### config.mk
export PLATFORM = sky130hd
export DESIGN_NAME = gpio_pwm_capture_module_flat
export DESIGN_NICKNAME = d
export VERILOG_FILES = /design/src/rtl/gpio_pwm_capture_if.sv /design/src/rtl/gpio_pwm_capture_module.sv /design/src/flat_wrapper.sv
export SDC_FILE = /design/constraint.sdc
export NUM_CORES = 1
export LEC_CHECK = 0
export BUFFER_PORTS_ARGS = -buffer_cell sky130_fd_sc_hd__buf_2
export CAP_MARGIN = 5
export CORE_UTILIZATION = 45
export DETAILED_ROUTE_END_ITERATION = 16
export GPL_ROUTABILITY_DRIVEN = 1
export HOLD_SLACK_MARGIN = 0.05
export PLACE_DENSITY_LB_ADDON = 0.1
export SLEW_MARGIN = 0
export SYNTH_ARGS = -nofsm -noshare
export SYNTH_HDL_FRONTEND = slang
export SYNTH_SLANG_ARGS = --single-unit
### constraint.sdc
create_clock -name CLOCK -period 8.79 [get_ports CLOCK]
set_clock_uncertainty 0.15 [all_clocks]
set_input_delay 1.3185 -clock CLOCK [delete_from_list [all_inputs] [get_ports CLOCK]]
set_output_delay 1.3185 -clock CLOCK [all_outputs]
set_load 0.005 [all_outputs]
### src/rtl/gpio_pwm_capture_if.sv
// Signal bundle between the PWM capture block and its controller / consumer.
// The controller (master) drives enable and the pin; the capture block (slave) drives measurements.
interface gpio_pwm_capture_if #(
  parameter int CNT_WIDTH = 32
);
  logic                 En_Sig;
  logic                 PWM_In;
  logic [CNT_WIDTH-1:0] Period_Cnt;
  logic [CNT_WIDTH-1:0] High_Cnt;
  logic                 Done_Sig;
  logic                 Timeout_Sig;
  logic                 Stuck_Level;

  modport master (
    output En_Sig, PWM_In,
    input  Period_Cnt, High_Cnt, Done_Sig, Timeout_Sig, Stuck_Level
  );

  modport slave (
    input  En_Sig, PWM_In,
    output Period_Cnt, High_Cnt, Done_Sig, Timeout_Sig, Stuck_Level
  );
endinterface

### src/rtl/gpio_pwm_capture_module.sv
// Measures period and high time of an asynchronous PWM pin in clock cycles,
// reporting once per complete period, with a stuck-line timeout.
module gpio_pwm_capture_module #(
  parameter int          CNT_WIDTH   = 32,
  parameter logic [31:0] TIMEOUT_CNT = 32'd5_000_000
) (
  input  logic            CLOCK,
  input  logic            RST,
  gpio_pwm_capture_if.slave bus
);

  typedef enum logic [1:0] {IDLE, WAIT_RISE, HIGH, LOW} state_t;

  state_t               state, state_nxt;
  logic                 sync1, sync2, dly;
  logic                 rise, fall;
  logic [CNT_WIDTH-1:0] cnt, cnt_nxt, cnt_inc;
  logic [CNT_WIDTH-1:0] period_q, period_nxt, high_q, high_nxt;
  logic [31:0]          idle_cnt, idle_nxt;
  logic                 done_q, done_nxt;
  logic                 timeout_q, timeout_nxt;
  logic                 stuck_q, stuck_nxt;

  // Two-flop synchronizer plus one delay flop; the fixed lag is common to
  // both edges, so measured intervals are exact.
  // NOTE: sequential state always uses <= so every flop samples pre-edge values.
  always_ff @(posedge CLOCK or posedge RST) begin
    if (RST) begin
      sync1 <= 1'b0;
      sync2 <= 1'b0;
      dly   <= 1'b0;
    end else begin
      sync1 <= bus.PWM_In;
      sync2 <= sync1;
      dly   <= sync2;
    end
  end

  assign rise    = sync2 & ~dly;
  assign fall    = ~sync2 & dly;
  assign cnt_inc = (&cnt) ? cnt : cnt + CNT_WIDTH'(1);

  always_ff @(posedge CLOCK or posedge RST) begin
    if (RST) state <= IDLE;
    else     state <= state_nxt;
  end

  // NOTE: every signal gets a default first so no path leaves it unassigned (no latches).
  always_comb begin
    state_nxt   = state;
    cnt_nxt     = cnt_inc;
    idle_nxt    = (rise || fall) ? 32'd1 : idle_cnt + 32'd1;
    period_nxt  = period_q;
    high_nxt    = high_q;
    done_nxt    = 1'b0;
    timeout_nxt = timeout_q;
    stuck_nxt   = stuck_q;

    case (state)
      IDLE: begin
        cnt_nxt  = '0;
        idle_nxt = '0;
        if (bus.En_Sig) state_nxt = WAIT_RISE;
      end
      WAIT_RISE: if (rise) begin
        cnt_nxt   = CNT_WIDTH'(1);
        state_nxt = HIGH;
      end
      HIGH: if (fall) begin
        high_nxt  = cnt;
        state_nxt = LOW;
      end
      LOW: if (rise) begin
        period_nxt  = cnt;
        cnt_nxt     = CNT_WIDTH'(1);
        done_nxt    = 1'b1;
        timeout_nxt = 1'b0;
        state_nxt   = HIGH;
      end
      default: state_nxt = IDLE;
    endcase

    // Edges restart the idle count, so a timeout and an edge never coincide.
    if (state != IDLE && !rise && !fall && idle_cnt == TIMEOUT_CNT - 32'd1) begin
      timeout_nxt = 1'b1;
      stuck_nxt   = sync2;
      idle_nxt    = '0;
      state_nxt   = WAIT_RISE;
    end

    // Disable wins over everything; measured values are held.
    if (!bus.En_Sig) begin
      state_nxt   = IDLE;
      cnt_nxt     = '0;
      idle_nxt    = '0;
      done_nxt    = 1'b0;
      timeout_nxt = 1'b0;
    end
  end

  always_ff @(posedge CLOCK or posedge RST) begin
    if (RST) begin
      cnt       <= '0;
      idle_cnt  <= '0;
      period_q  <= '0;
      high_q    <= '0;
      done_q    <= 1'b0;
      timeout_q <= 1'b0;
      stuck_q   <= 1'b0;
    end else begin
      cnt       <= cnt_nxt;
      idle_cnt  <= idle_nxt;
      period_q  <= period_nxt;
      high_q    <= high_nxt;
      done_q    <= done_nxt;
      timeout_q <= timeout_nxt;
      stuck_q   <= stuck_nxt;
    end
  end

  assign bus.Period_Cnt  = period_q;
  assign bus.High_Cnt    = high_q;
  assign bus.Done_Sig    = done_q;
  assign bus.Timeout_Sig = timeout_q;
  assign bus.Stuck_Level = stuck_q;

endmodule
### src/flat_wrapper.sv
// flat-port wrapper written by rule: the top's interface ports become plain ports
module gpio_pwm_capture_module_flat 
#(
  parameter int          CNT_WIDTH   = 32,
  parameter logic [31:0] TIMEOUT_CNT = 32'd5_000_000
)
  (CLOCK, RST, bus_En_Sig, bus_PWM_In, bus_Period_Cnt, bus_High_Cnt, bus_Done_Sig, bus_Timeout_Sig, bus_Stuck_Level);
  gpio_pwm_capture_if #(.CNT_WIDTH(CNT_WIDTH)) bus_i ();
  input  logic CLOCK;
  input  logic RST;
  input wire logic [$bits(bus_i.En_Sig)-1:0] bus_En_Sig;
  input wire logic [$bits(bus_i.PWM_In)-1:0] bus_PWM_In;
  output wire logic [$bits(bus_i.Period_Cnt)-1:0] bus_Period_Cnt;
  output wire logic [$bits(bus_i.High_Cnt)-1:0] bus_High_Cnt;
  output wire logic [$bits(bus_i.Done_Sig)-1:0] bus_Done_Sig;
  output wire logic [$bits(bus_i.Timeout_Sig)-1:0] bus_Timeout_Sig;
  output wire logic [$bits(bus_i.Stuck_Level)-1:0] bus_Stuck_Level;
  assign bus_i.En_Sig = bus_En_Sig;
  assign bus_i.PWM_In = bus_PWM_In;
  assign bus_Period_Cnt = bus_i.Period_Cnt;
  assign bus_High_Cnt = bus_i.High_Cnt;
  assign bus_Done_Sig = bus_i.Done_Sig;
  assign bus_Timeout_Sig = bus_i.Timeout_Sig;
  assign bus_Stuck_Level = bus_i.Stuck_Level;
  gpio_pwm_capture_module #(.CNT_WIDTH(CNT_WIDTH), .TIMEOUT_CNT(TIMEOUT_CNT)) u_core (.CLOCK(CLOCK), .RST(RST), .bus(bus_i));
endmodule
# ---- Word level (Yosys, flattened, before mapping)
# Cells that the tools add are included.
dict set report word_totals {
  regBits 136
  latch_bits 0
  mem_bits_rw 0
  mem_bits_ro 0
  input_bits 4
  output_inout_bits 67
  word_cells 59
  mem_count 0
}
dict set report op_classes {
  add_sub_neg 2
  mul 0
  n_div 0
  n_lt_le_gt_ge 0
  eq_ne 8
  n_shift 0
  muxes 20
  bitwise 4
  n_reduce_logical 14
}
# operator n
set ops {}
lappend ops {{$mux 32} 7}
lappend ops {{$add 32x1->32 const B} 2}
lappend ops {{$pmux 32 s2} 1}
lappend ops {{$eq 32x23->1 const B} 1}
lappend ops {{$reduce_and 32->1} 1}
lappend ops {{$mux 2} 4}
lappend ops {{$ne 4x2->1 const B} 2}
lappend ops {{$reduce_and 2->1} 4}
lappend ops {{$mux 1} 7}
lappend ops {{$ne 3x1->1 const B} 2}
lappend ops {{$pmux 2 s3} 1}
lappend ops {{$eq 2x2->1 const B} 2}
lappend ops {{$logic_and 1x1->1} 3}
lappend ops {{$and 1x1->1} 2}
lappend ops {{$eq 2x1->1 const B} 1}
lappend ops {{$logic_not 1->1} 2}
lappend ops {{$logic_not 2->1} 1}
lappend ops {{$not 1->1} 2}
lappend ops {{$reduce_bool 2->1} 1}
lappend ops {{$reduce_or 2->1} 1}
lappend ops {{$logic_or 1x1->1} 1}

# ---- Longest topological paths before layout
# Gate-level depths: netlist (run 1).
dict set report logic_depth {
  ltp_word 8
  mapped_depth 10
  depth_no_buf 7
}

# ---- Least setup slack after synthesis (run 1)
# No wires, ideal clock.
dict set report synth_path {
  path_type {in2reg}
  from {input port bus_En_Sig}
  to {register u_core.cnt[10]}
  setup_ns 0.068
  t_arrival_ns 2.367
  required_time_ns 8.572
  setup_slack_ns 6.205
  path_stages 5
  n_path_buf 1
  cell_sequence {o21ai_0 -> a21o_1 -> clkbuf_1 -> or4b_1 -> nand2_1}
}
dict set report synth_via {
  elab_chain_len 1
}
# element line
set synth_rtl {}
lappend synth_rtl {{start, declared} flat_wrapper.sv:11} ;# input wire logic [$bits(bus_i.En_Sig)-1:0] bus_En_Sig;
lappend synth_rtl {{$mux 32} gpio_pwm_capture_module.sv:92} ;# if (!bus.En_Sig) begin
lappend synth_rtl {{via u_core.cnt_nxt[10]} gpio_pwm_capture_module.sv:17} ;# logic [CNT_WIDTH-1:0] cnt, cnt_nxt, cnt_inc;
lappend synth_rtl {{end signal, assigned} gpio_pwm_capture_module.sv:111} ;# cnt <= cnt_nxt;
lappend synth_rtl {{end, declared} gpio_pwm_capture_module.sv:17}
# The timed path passes the listed nets, and every way through them passes these cells.
# A chain may end at the register's enable or synchronous reset.

# ---- Final worst setup path (run 1)
dict set report layout_path {
  from {register u_core.sync2}
  to {register u_core.idle_cnt[26]}
}
dict set report layout_via {
  elab_chain_len 7
  word_cells_on_any_way 13
  cone_classes {4 x mux; 3 x bitwise; 6 x reduce/logical}
}
# element line
set layout_rtl {}
lappend layout_rtl {{start, declared} gpio_pwm_capture_module.sv:15} ;# logic sync1, sync2, dly;
lappend layout_rtl {{start signal, assigned} gpio_pwm_capture_module.sv:34} ;# sync2 <= sync1;
lappend layout_rtl {{$not 1->1 / $and 1x1->1 (equally long branches)} {gpio_pwm_capture_module.sv:40, gpio_pwm_capture_module.sv:39}}
lappend layout_rtl {{$and 1x1->1 / $logic_not 1->1 (equally long branches)} {gpio_pwm_capture_module.sv:40, gpio_pwm_capture_module.sv:84}}
lappend layout_rtl {{$logic_or 1x1->1, or another cell as far along} gpio_pwm_capture_module.sv:52} ;# idle_nxt = (rise || fall) ? 32'd1 : idle_cnt + 32'd1;
lappend layout_rtl {{$mux 32 / $logic_and 1x1->1 (equally long branches)} {gpio_pwm_capture_module.sv:52, gpio_pwm_capture_module.sv:84}}
lappend layout_rtl {{$mux 32 / $logic_and 1x1->1 (equally long branches)} {gpio_pwm_capture_module.sv:59, gpio_pwm_capture_module.sv:84}}
lappend layout_rtl {{$mux 32 *} gpio_pwm_capture_module.sv:84} ;# if (state != IDLE && !rise && !fall && idle_cnt == TIMEOUT_CNT - 32'd1) begin
lappend layout_rtl {{$mux 32 *} gpio_pwm_capture_module.sv:92}
lappend layout_rtl {{via u_core.idle_nxt[26]} gpio_pwm_capture_module.sv:19} ;# logic [31:0] idle_cnt, idle_nxt;
lappend layout_rtl {{end signal, assigned} gpio_pwm_capture_module.sv:112} ;# idle_cnt <= idle_nxt;
lappend layout_rtl {{end, declared} gpio_pwm_capture_module.sv:19}
# The timed path passes the listed nets; every way through them passes the cells marked *.

==> results of run 1 <==
-- through the flow --
| step | cell area (um^2) | worst slack (ns) | hold slack (ns) | cells |
|---|---|---|---|---|
| floorplan | 6180 | 3.68 | 0.181 | 540 |
| global placement | 6670 | 5.75 | 0.194 | 764 |
| detailed placement | 6670 | 5.74 | 0.197 | 764 |
| CTS | 7320 | 5.89 | 0.213 | 795 |
| global route | 7320 | 5.72 | 0.224 | 795 |
| finish | 7320 | 5.89 | 0.211 | 795 |
-- flip-flops by register name, summed over array words and instances, names as in the netlist --
name                    flops
u_core.bus.High_Cnt        32
u_core.bus.Period_Cnt      32
u_core.cnt                 32
u_core.idle_cnt            32
u_core.state                2
u_core.bus.Done_Sig         1
u_core.bus.Stuck_Level      1
u_core.bus.Timeout_Sig      1
u_core.dly                  1
u_core.sync1                1
u_core.sync2                1
-- final timing paths --
kind / start / endpoint / cells past startpoint
hold / removal: u_core.sync1$_DFF_PP0_ / u_core.sync2$_DFF_PP0_ / 0
min in group asynchronous: RST / u_core.bus.Period_Cnt[29]$_DFFE_PP0P_ / 2
max in group asynchronous: RST / u_core.idle_cnt[9]$_DFF_PP0_ / 3
hold reg to reg: u_core.sync1$_DFF_PP0_ / u_core.sync2$_DFF_PP0_ / 0
setup / recovery: u_core.sync2$_DFF_PP0_ / u_core.idle_cnt[26]$_DFF_PP0_ / 6
setup reg to reg: u_core.sync2$_DFF_PP0_ / u_core.idle_cnt[26]$_DFF_PP0_ / 6
-- synth_stat cells (2+ instances only) --
cell and n:
nand3_1 24, nor4_1 7, dfrtp_1 136, and2_1 4
a21oi_1 18, nor2b_1 2, nand2b_1 2, nor3_1 8
clkbuf_1 14, o211ai_1 2, nand4_1 17, o21ai_0 10
mux2i_1 3, nor4b_1 3, or4_1 7, xor2_1 13
a211oi_1 2, or4b_1 2, and4_1 7, or3_1 3
inv_1 11, nand3b_1 2, and3_1 4, a31o_1 2
xnor2_1 34, nor4_2 2, nor3_2 3, o31ai_1 3
nor2_1 64, nand4b_1 2, nor4_4 3, nand2_1 35
buf_2 8, mux2_2 59, ha_1 4
-- cells in the final DEF (no fill, tap or decap), drive strengths merged, types with 3 or more instances in the layout --
| cell type | count |
|---|---|
| a21oi | 19 |
| and2 | 4 |
| and3 | 4 |
| and4 | 8 |
| buf | 72 |
| bufinv | 5 |
| clkbuf | 22 |
| clkinv | 4 |
| dfrtp | 136 |
| ha | 4 |
| inv | 11 |
| mux2 | 59 |
| mux2i | 3 |
| nand2 | 35 |
| nand3 | 24 |
| nand3b | 3 |
| nand4 | 19 |
| nor2 | 64 |
| nor3 | 11 |
| nor4 | 12 |
| nor4b | 3 |
| o21ai | 11 |
| o31ai | 3 |
| or3 | 3 |
| or4 | 7 |
| xnor2 | 34 |
| xor2 | 13 |
-- area by class of cell --
class,count,area (um^2),share of cell area
clock inverters,9,170,0.0233
flip-flops and latches,136,3400,0.465
inverters,11,46.3,0.00633
repair buffers,72,365,0.0499
multi-input cells,369,2640,0.360
clock buffers,22,474,0.0648
well taps,176,220,0.0301
-- metal layers --
metal  global-route usage  wire length, um
met1                0.272             6340
met2                0.287             5840
met3               0.0493              540
met4               0.0728              165
met5                    0                0
-- power by group through the flow --
stage | Combinational [mW] | Sequential [mW] | Clock, mW
5_1_grt | 0.0394 | 0.637 | 0.821
3_3_place_gp | 0.0349 | 0.647 | 0
4_1_cts | 0.0356 | 0.636 | 0.790
2_1_floorplan | 0.0257 | 0.645 | 0
6_report | 0.0340 | 0.637 | 0.773
3_5_place_dp | 0.0353 | 0.647 | 0
-- cells by family after synthesis --
kind of cell / Yosys count / synth area share
DFF: 136 / 0.551
buffers and inverters: 35 / 0.0235
xor gates and xnor gates: 47 / 0.0666
AOI/OAI and AO/OA: 47 / 0.0468
adders and majority gates: 4 / 0.00810
muxes: 62 / 0.112
and+or+nand+nor: 209 / 0.192
==> results.toml, run 1 <==
[die]
fp-row-count = 42
die_area_um2 = 14200
core_area_um2 = 13300
ios = 71
die_height_um = 119
die_x_um = 119
start_util = 0.465

[power]
ir_worst_vdd_uv = 117
p_clk_frac = 0.535
power_density_nw_per_um2 = 197
pwr-share-comb = 0.024
p_int_mw = 1.16
power_mw = 1.44
p_switching_uw = 282
p_leak_nw = 3.46
swShare = 0.195
seqPwrFrac = 0.441

[critical_path]
path_delay_family = "simple AND/OR/NAND/NOR gates"
worstSetupStartpointType = "flop"
cp_slowest_stage_delay_ns = 0.89
critical_path_required_ns = 8.89
reg2reg_slack_ns = 5.89
arrival_ns = 3.00
path_cells = "ha_1, nor4_1, nand4_1, nor4_4, or3b_1, nor2_1"
path_buf_inv = 0
cp_slowest_cell = "or3b_1"
worstSetupPathType = "flop to flop"
cp_max_fo = 31
critPathCaptureType = "flop"

[timing]
rsz0062_at_grt = "no"
hold_viol = 0
min_period_over_period = 0.330
slew_viol_final = 0
worst_pin_slew_ns = 1.05
fin_crit_ns = 2.90
setup_viol = 0
setup_tns_ns = 0
fmax_mhz = 345
max_slew_margin = 0.301

[global_routing]
grt_usage = 0.193
grt_pass1_vias = 4194
grt_max_degree = 78
grt_pass1_wl_um = 21300
antenna_found_initial = 0
gr-total-overflow = 0

[clocking]
cts_tree = "built"
clockBufferDepth = 2
cts-buffers-inserted = 17
clockRootBuffer = "clkbuf_16"
htree_levels = 4
clk_latency_ns = 0.41
clock-sinks = 136
post_cts_buffers = 0
cts_resized = 0
path_clk_slew_ns = 0.05
cts_hold_buffers = 0

[logic_synthesis]
synth_area_leader_cell = "dfrtp_1"
ys_seq_area_frac = 0.551
ys_types = 55
synth_seq_cells = 136
ys_top_cells_by_area = "dfrtp_1 55%, mux2_2 11%, xnor2_1 4.8%, nor2_1 3.9%, nand2_1 2.1%"
synthFlopType = "dfrtp_1"
synth-edff-count = 0
syn-instance-count = 540
syn_area_per_cell_um2 = 11.4
synth_top_area_share = 0.551
ys_async_sr_fraction = 1.00
synth_fp_nets = 548
synth_area_um2 = 6180
yosysWarnings = 0

[final_layout]
drive_gt1_frac = 0.286
area.growth.synth_to_final_pct = 18.4
fill_cells = 1183
fin_util = 0.550
nNetsFinal = 615
n_antenna_cell = 0

[min_path]
hold_class = "flop to flop"

[route]
drt-total-wl_um = 12900
drc = 0
via_count = 4333
first_pass_iters = 4
ant_nets = 0
wl_per_cell_um = 16.2
via_per_inst = 5.45
drtIter0Drc = 194

[run_status]
outcome = "finished, final reports clean"

[job]
cap_violations = 0

[place]
gp_congestion = 0.769
port_buffers = 70
dpl.hpwl_um = 8520
Power figures use the tool's default switching activity.
==> run 2: changes to the inputs <==
Settings changed: ABC_AREA set to 1.
Clock period 8.79 ns to 2.5 ns, I/O delays scaled along.
==> run 2 against run 1 <==
  * Utilization fell by 0.96 points
  * Global-route usage rose by 3.5 points
  * Sequential cell count did not move
  * Maximum frequency rose by 42%
  * Combinational power rose to 4.1 times the previous value
  * Critical endpoint is now u_core.idle_cnt[19]$_DFF_PP0_
  * Sequential share of layout area fell by 3.4 points
  * Non-clock buffer count rose by 8
  * Sequential power rose to 3.5 times the previous value
  * Setup slack got worse by 5.4 ns
  * Design area rose by 7.8%
  * Area after synthesis rose by 9.1%
==> results.toml, run 2 <==
[clocking]
htree_levels = 4
path_clk_slew_ns = 0.06
cts_tree = "built"
clk_latency_ns = 0.43
cts_hold_buffers = 2
clockRootBuffer = "clkbuf_16"
cts_resized = 0
clockBufferDepth = 2
cts-buffers-inserted = 17
clock-sinks = 136
post_cts_buffers = 0

[power]
power_density_nw_per_um2 = 612
ir_worst_vdd_uv = 484
p_leak_nw = 3.82

[critical_path]
path_buf_inv = 1
reg2reg_slack_ns = 0.46
critical_path_required_ns = 2.66
worstSetupPathType = "flop to flop"
arrival_ns = 2.20
cp_slowest_stage_delay_ns = 0.40
timing.rr.end = "u_core.idle_cnt[19]$_DFF_PP0_"
cp_common_cell = "nand3_2"
path_delay_family = "simple AND/OR/NAND/NOR gates"
worstSetupStartpointType = "flop"
path_cells = "ha_1, nand3_1, nor2_2, nand3_2, nand3_2, buf_4, nor2_1"
cp_slowest_cell = "dfrtp_1"
r2r_cells = 7
crit_end = "u_core.idle_cnt[19]$_DFF_PP0_"
rr_startpoint = "u_core.idle_cnt[0]$_DFF_PP0_"
crit_cells = 7
critPathCaptureType = "flop"
cp_max_fo = 30
crit_start = "u_core.idle_cnt[0]$_DFF_PP0_"

[timing]
min_period_over_period = 0.817
setup_viol = 0
slew_viol_final = 0
setup_tns_ns = 0
fin_crit_ns = 2.04
worst_pin_slew_ns = 0.541
max_slew_margin = 0.639
hold_viol = 0
fmax_mhz = 490
rsz0062_at_grt = "no"

[final_layout]
nNetsFinal = 958
layout_common_cells = "233 x nand2_1, 140 x nor2_1, 136 x dfrtp_1, 113 x inv_1, 71 x o21ai_0"
n_antenna_cell = 0
area.growth.synth_to_final_pct = 17.0
final_cells = 1147
drive_gt1_frac = 0.137
layout_commonest_cell = "nand2_1"

[logic_synthesis]
syn_area_per_cell_um2 = 7.73
synth_seq_cells = 136
synth_fp_nets = 880
syn-instance-count = 872
yosys-top-cells-count = "234 x nand2_1, 140 x nor2_1, 136 x dfrtp_1, 114 x inv_1, 71 x o21ai_0"
synth_top_area_share = 0.505
synth_area_um2 = 6740
synth.most_common_cell = "nand2_1"
ys_async_sr_fraction = 1.00
synthFlopType = "dfrtp_1"
ys_seq_area_frac = 0.505
ys_types = 31
ys_top_cells_by_area = "dfrtp_1 50%, nand2_1 13%, nor2_1 7.8%, inv_1 6.3%, o21ai_0 5.3%"
yosysWarnings = 0
synth-edff-count = 0
synth_area_leader_cell = "dfrtp_1"

[global_routing]
grt_max_degree = 65
grt_pass1_vias = 5298
gr-total-overflow = 0
grt_pass1_wl_um = 27700
antenna_found_initial = 0
grt_usage = 0.228

[route]
drt-total-wl_um = 16500
via_count = 5704
drtIter0Drc = 401
via_per_inst = 4.97
ant_nets = 0
first_pass_iters = 6
wl_per_cell_um = 14.4
drc = 0

[die]
die_area_um2 = 15500
core_area_um2 = 14600
start_util = 0.462
die_height_um = 124
fp-row-count = 44
die_x_um = 124
ios = 71

[place]
gp_congestion = 0.885
port_buffers = 70
dp_cells = 1113
dpl.hpwl_um = 12200

[job]
cap_violations = 0

[run_status]
outcome = "finished, final reports clean"

[min_path]
hold_class = "input pin to flop"
-- run 2: cell types whose count changed in the layout (fill, tap and decap cells not counted), sizes merged, moves of 24 or more --
cell,delta
nor2,+86
xnor2,-24
nand3,+36
nand2,+201
o21ai,+61
mux2,-59
inv,+104
-- run 2: cells by family (layout without fill, tap and decap cells) --
kind of cell | after synthesis | in the layout | synth area share
AND/OR/NAND/NOR | 473 | 473 | 0.301
buffers and inverters | 137 | 228 | 0.0833
flip-flops | 136 | 136 | 0.505
AO/OA/AOI/OAI | 102 | 102 | 0.0774
XOR/XNOR | 20 | 20 | 0.0260
adder cells (fa/ha/maj) | 4 | 4 | 0.00742
-- run 2: tightest hold or removal path: stages --
cell,delay (ns)
buf_2,0.11
o21ai_0,0.07
a31oi_1,0.05
-- run 2: worst min-delay path by stage --
stage,from,endpoint,slack (ns),cells after the start
floorplan,u_core.sync1$_DFF_PP0_,u_core.sync2$_DFF_PP0_,0.18,0
global placement,RST,u_core.bus.Period_Cnt[9]$_DFFE_PP0P_,0.14,2
detailed placement,RST,u_core.bus.Period_Cnt[9]$_DFFE_PP0P_,0.14,2
CTS,bus_En_Sig,u_core.state[1]$_DFFE_PP0P_,0.05,3
global route,bus_En_Sig,u_core.state[1]$_DFFE_PP0P_,0.07,3
finish,bus_En_Sig,u_core.state[1]$_DFFE_PP0P_,0.07,3
-- run 2: power breakdown --
part | internal, mW | switching [mW]
Combinational | 0.0347 | 0.105
Clock | 1.48 | 0.976
Sequential | 2.22 | 0.0117
Total | 3.73 | 1.09
-- run 2: cell type report --
type / instances / area [um^2]
multi-input cells: 599 / 2790
clock inverters: 13 / 130
well taps: 184 / 230
fillers: 1416 / 6700
inverters: 116 / 439
clock buffers: 19 / 443
flip-flops and latches: 136 / 3400
repair buffers: 80 / 455
-- run 2: metrics by stage --
step | util | instance area [um^2] | total power, mW | setup WS [ns] | hold slack, ns
global route | 0.541 | 7890 | 4.99 | 0.232 | 0.0715
floorplan | - | 6750 | 2.36 | 0.282 | 0.181
finish | 0.541 | 7890 | 4.83 | 0.458 | 0.0744
detailed placement | 0.500 | 7290 | 2.41 | 0.433 | 0.144
CTS | 0.541 | 7890 | 4.86 | 0.436 | 0.0546
global placement | 0.500 | 7290 | 2.41 | 0.478 | 0.145
-- run 2: metal layers --
layer,part of all wire,wire (um),vias to the layer above,GRT usage
met5,0,0,-,0
met4,0.014,236,0,0.0829
met3,0.061,1010,18,0.0571
met2,0.42,6950,157,0.318
met1,0.50,8310,2638,0.340
li1,-,-,2891,-
==> run 3: changes to the inputs <==
Clock period 2.5 ns to 1.7 ns, I/O delays scaled along.
==> run 3 against run 2 <==
  * The flow now finishes with violations (setup timing)
  * Worst hold slack improved by 0.052 ns
  * Sequential power rose by 47%
  * Setup slack got worse by 0.52 ns
  * Critical path depth is 3 higher
  * Global-route usage is 1.3 points higher
  * First-iteration DRC count decreased by 4.7%
  * Utilization rose by 7.1 points
  * Final cell count up 7.1%
  * Count of clock-buffer cells in the layout stayed put
  * Non-clock buffer count up 78
  * Power grew 53%
==> results.toml, run 3 (synthesis gave the netlist of run 2 again) <==
[global_routing]
gr-total-overflow = 0
grt_pass1_wl_um = 29500
antenna_found_initial = 0
grt_pass1_vias = 5737
grt_max_degree = 71
grt_usage = 0.241

[final_layout]
final_cells = 1228
regArea_um2 = 3400
fin_area_um2 = 8920
n_antenna_cell = 0
fill_cells = 1343
area.growth.synth_to_final_pct = 32.3
drive_gt1_frac = 0.265
layout_common_cells = "225 x nand2_1, 135 x dfrtp_1, 123 x nor2_1, 102 x inv_1, 70 x buf_2"
nNetsFinal = 1039
multiInputGateArea_um2 = 3050
layout_commonest_cell = "nand2_1"

[place]
dpl.hpwl_um = 12800
gp_congestion = 0.923
port_buffers = 70
placed_area_um2 = 7850
dp_cells = 1179

[route]
via_count = 6139
drc = 0
drt-total-wl_um = 18300
drtIter0Drc = 382
via_per_inst = 5.00
first_pass_iters = 5
wl_per_cell_um = 14.9
ant_nets = 0

[clocking]
cts-buffers-inserted = 17
clk_latency_ns = 0.42
htree_levels = 4
clockBufferDepth = 2
clockRootBuffer = "clkbuf_16"
cts_tree = "built"
path_clk_slew_ns = 0.06
clock-sinks = 136

[critical_path]
rr_startpoint = "u_core.cnt[1]$_DFF_PP0_"
worstSetupPathType = "flop to flop"
reg2reg_slack_ns = -0.06
r2r_cells = 10
crit_end = "u_core.cnt[26]$_DFF_PP0_"
worstSetupStartpointType = "flop"
arrival_ns = 1.98
critPathCaptureType = "flop"
crit_start = "u_core.cnt[1]$_DFF_PP0_"
cp_max_fo = 4
critical_path_required_ns = 1.91
timing.rr.end = "u_core.cnt[26]$_DFF_PP0_"

[timing]
setup_viol = 38
hold_viol = 0
max_slew_margin = 0.743
fin_ws_ns = -0.0609
slew_viol_final = 0
min_period_over_period = 1.04
worst_pin_slew_ns = 0.386
fin_crit_ns = 1.76
rsz0062_at_grt = "yes"
fmax_mhz = 568

[job]
cap_violations = 0

[die]
core_area_um2 = 14600
die_height_um = 124
die_x_um = 124
start_util = 0.462
ios = 71
fp-row-count = 44
die_area_um2 = 15500

[run_status]
outcome = "complete, but fails checks"
failed_checks = "setup timing"

[power]
ir_worst_vdd_uv = 680
power_mw = 7.40
power_density_nw_per_um2 = 830
p_leak_nw = 4.29

[min_path]
hold_class = "input pin to asynchronous set/reset pin"
==> run 3: changes by cell type in the layout (fill, tap and decap cells not counted), sizes merged <==
cell / previous run / this run
clkbuf: 19 / 21
inv: 115 / 118
nand3: 60 / 63
bufinv: 2 / 3
clkinv: 8 / 5
clkinvlp: 4 / 3
dlygate4sd3: 2 / 3
buf: 78 / 153
==> run 3: critical path: stages (launching register included) <==
cell and delay [ns]:
dfrtp_1 0.37, ha_2 0.20, inv_2 0.05, nor2_4 0.14, nand2_4 0.11, nor2_4 0.12
buf_6 0.12, nand3b_1 0.15, a21oi_2 0.17, nand2_1 0.07, inv_1 0.05
==> run 3: through the flow <==
stage / utilization / TNS [ns] / hold WS (ns) / setup WS, ns
detailed placement: 0.538 / -1.48 / 0.00768 / -0.0982
global placement: 0.538 / -0.208 / 0.00875 / -0.0387
floorplan: - / -54.15 / 0.136 / -0.398
finish: 0.612 / -1.07 / 0.126 / -0.0609
global route: 0.612 / -6.56 / 0.124 / -0.155
CTS: 0.589 / 0 / 0.113 / 0.00416
==> run 3: power by group <==
part | internal (mW) | leakage [nW] | switching, mW
Sequential | 3.26 | 1.89 | 0.0127
Combinational | 0.0966 | 2.10 | 0.180
Clock | 2.40 | 0.300 | 1.46
Total | 5.75 | 4.29 | 1.65
==> run 3: per-layer routing <==
layer  up-vias  routed length [um]  GRT usage
met5         -                   0          0
met4         0                 195     0.0659
met3        15                 965     0.0563
met2       147                7950      0.349
met1      2910                9200      0.358
li1       3067                   -          -
==> run 3: worst min path at each step <==
stage	from	end	slack, ns	cells past startpoint
global placement	RST	u_core.bus.Period_Cnt[10]$_DFFE_PP0P_	0.009	2
global route	RST	u_core.bus.Period_Cnt[10]$_DFFE_PP0P_	0.12	3
finish	RST	u_core.bus.Period_Cnt[10]$_DFFE_PP0P_	0.13	3
detailed placement	RST	u_core.bus.Period_Cnt[10]$_DFFE_PP0P_	0.008	2
floorplan	bus_PWM_In	u_core.sync1$_DFF_PP0_	0.14	0
CTS	RST	u_core.bus.Period_Cnt[10]$_DFFE_PP0P_	0.11	3
==> run 3: area by class of cell <==
type | instances | area share
repair buffers | 158 | 0.133
well taps | 184 | 0.0258
clock buffers | 19 | 0.0507
inverters | 116 | 0.0492
multi-input cells | 602 | 0.341
flip-flops and latches | 136 | 0.381
clock inverters | 13 | 0.0188
==> run 3: repair_timing <==
item / in CTS / in global routing
gates resized for setup: 11 / 71
pin swaps: 4 / 25
gates cloned: 2 / 4
hold buffers: 3 / 0
endpoints found under the hold margin: 142 / 0
setup buffers: 1 / 7
endpoints found under the setup margin: 51 / 94
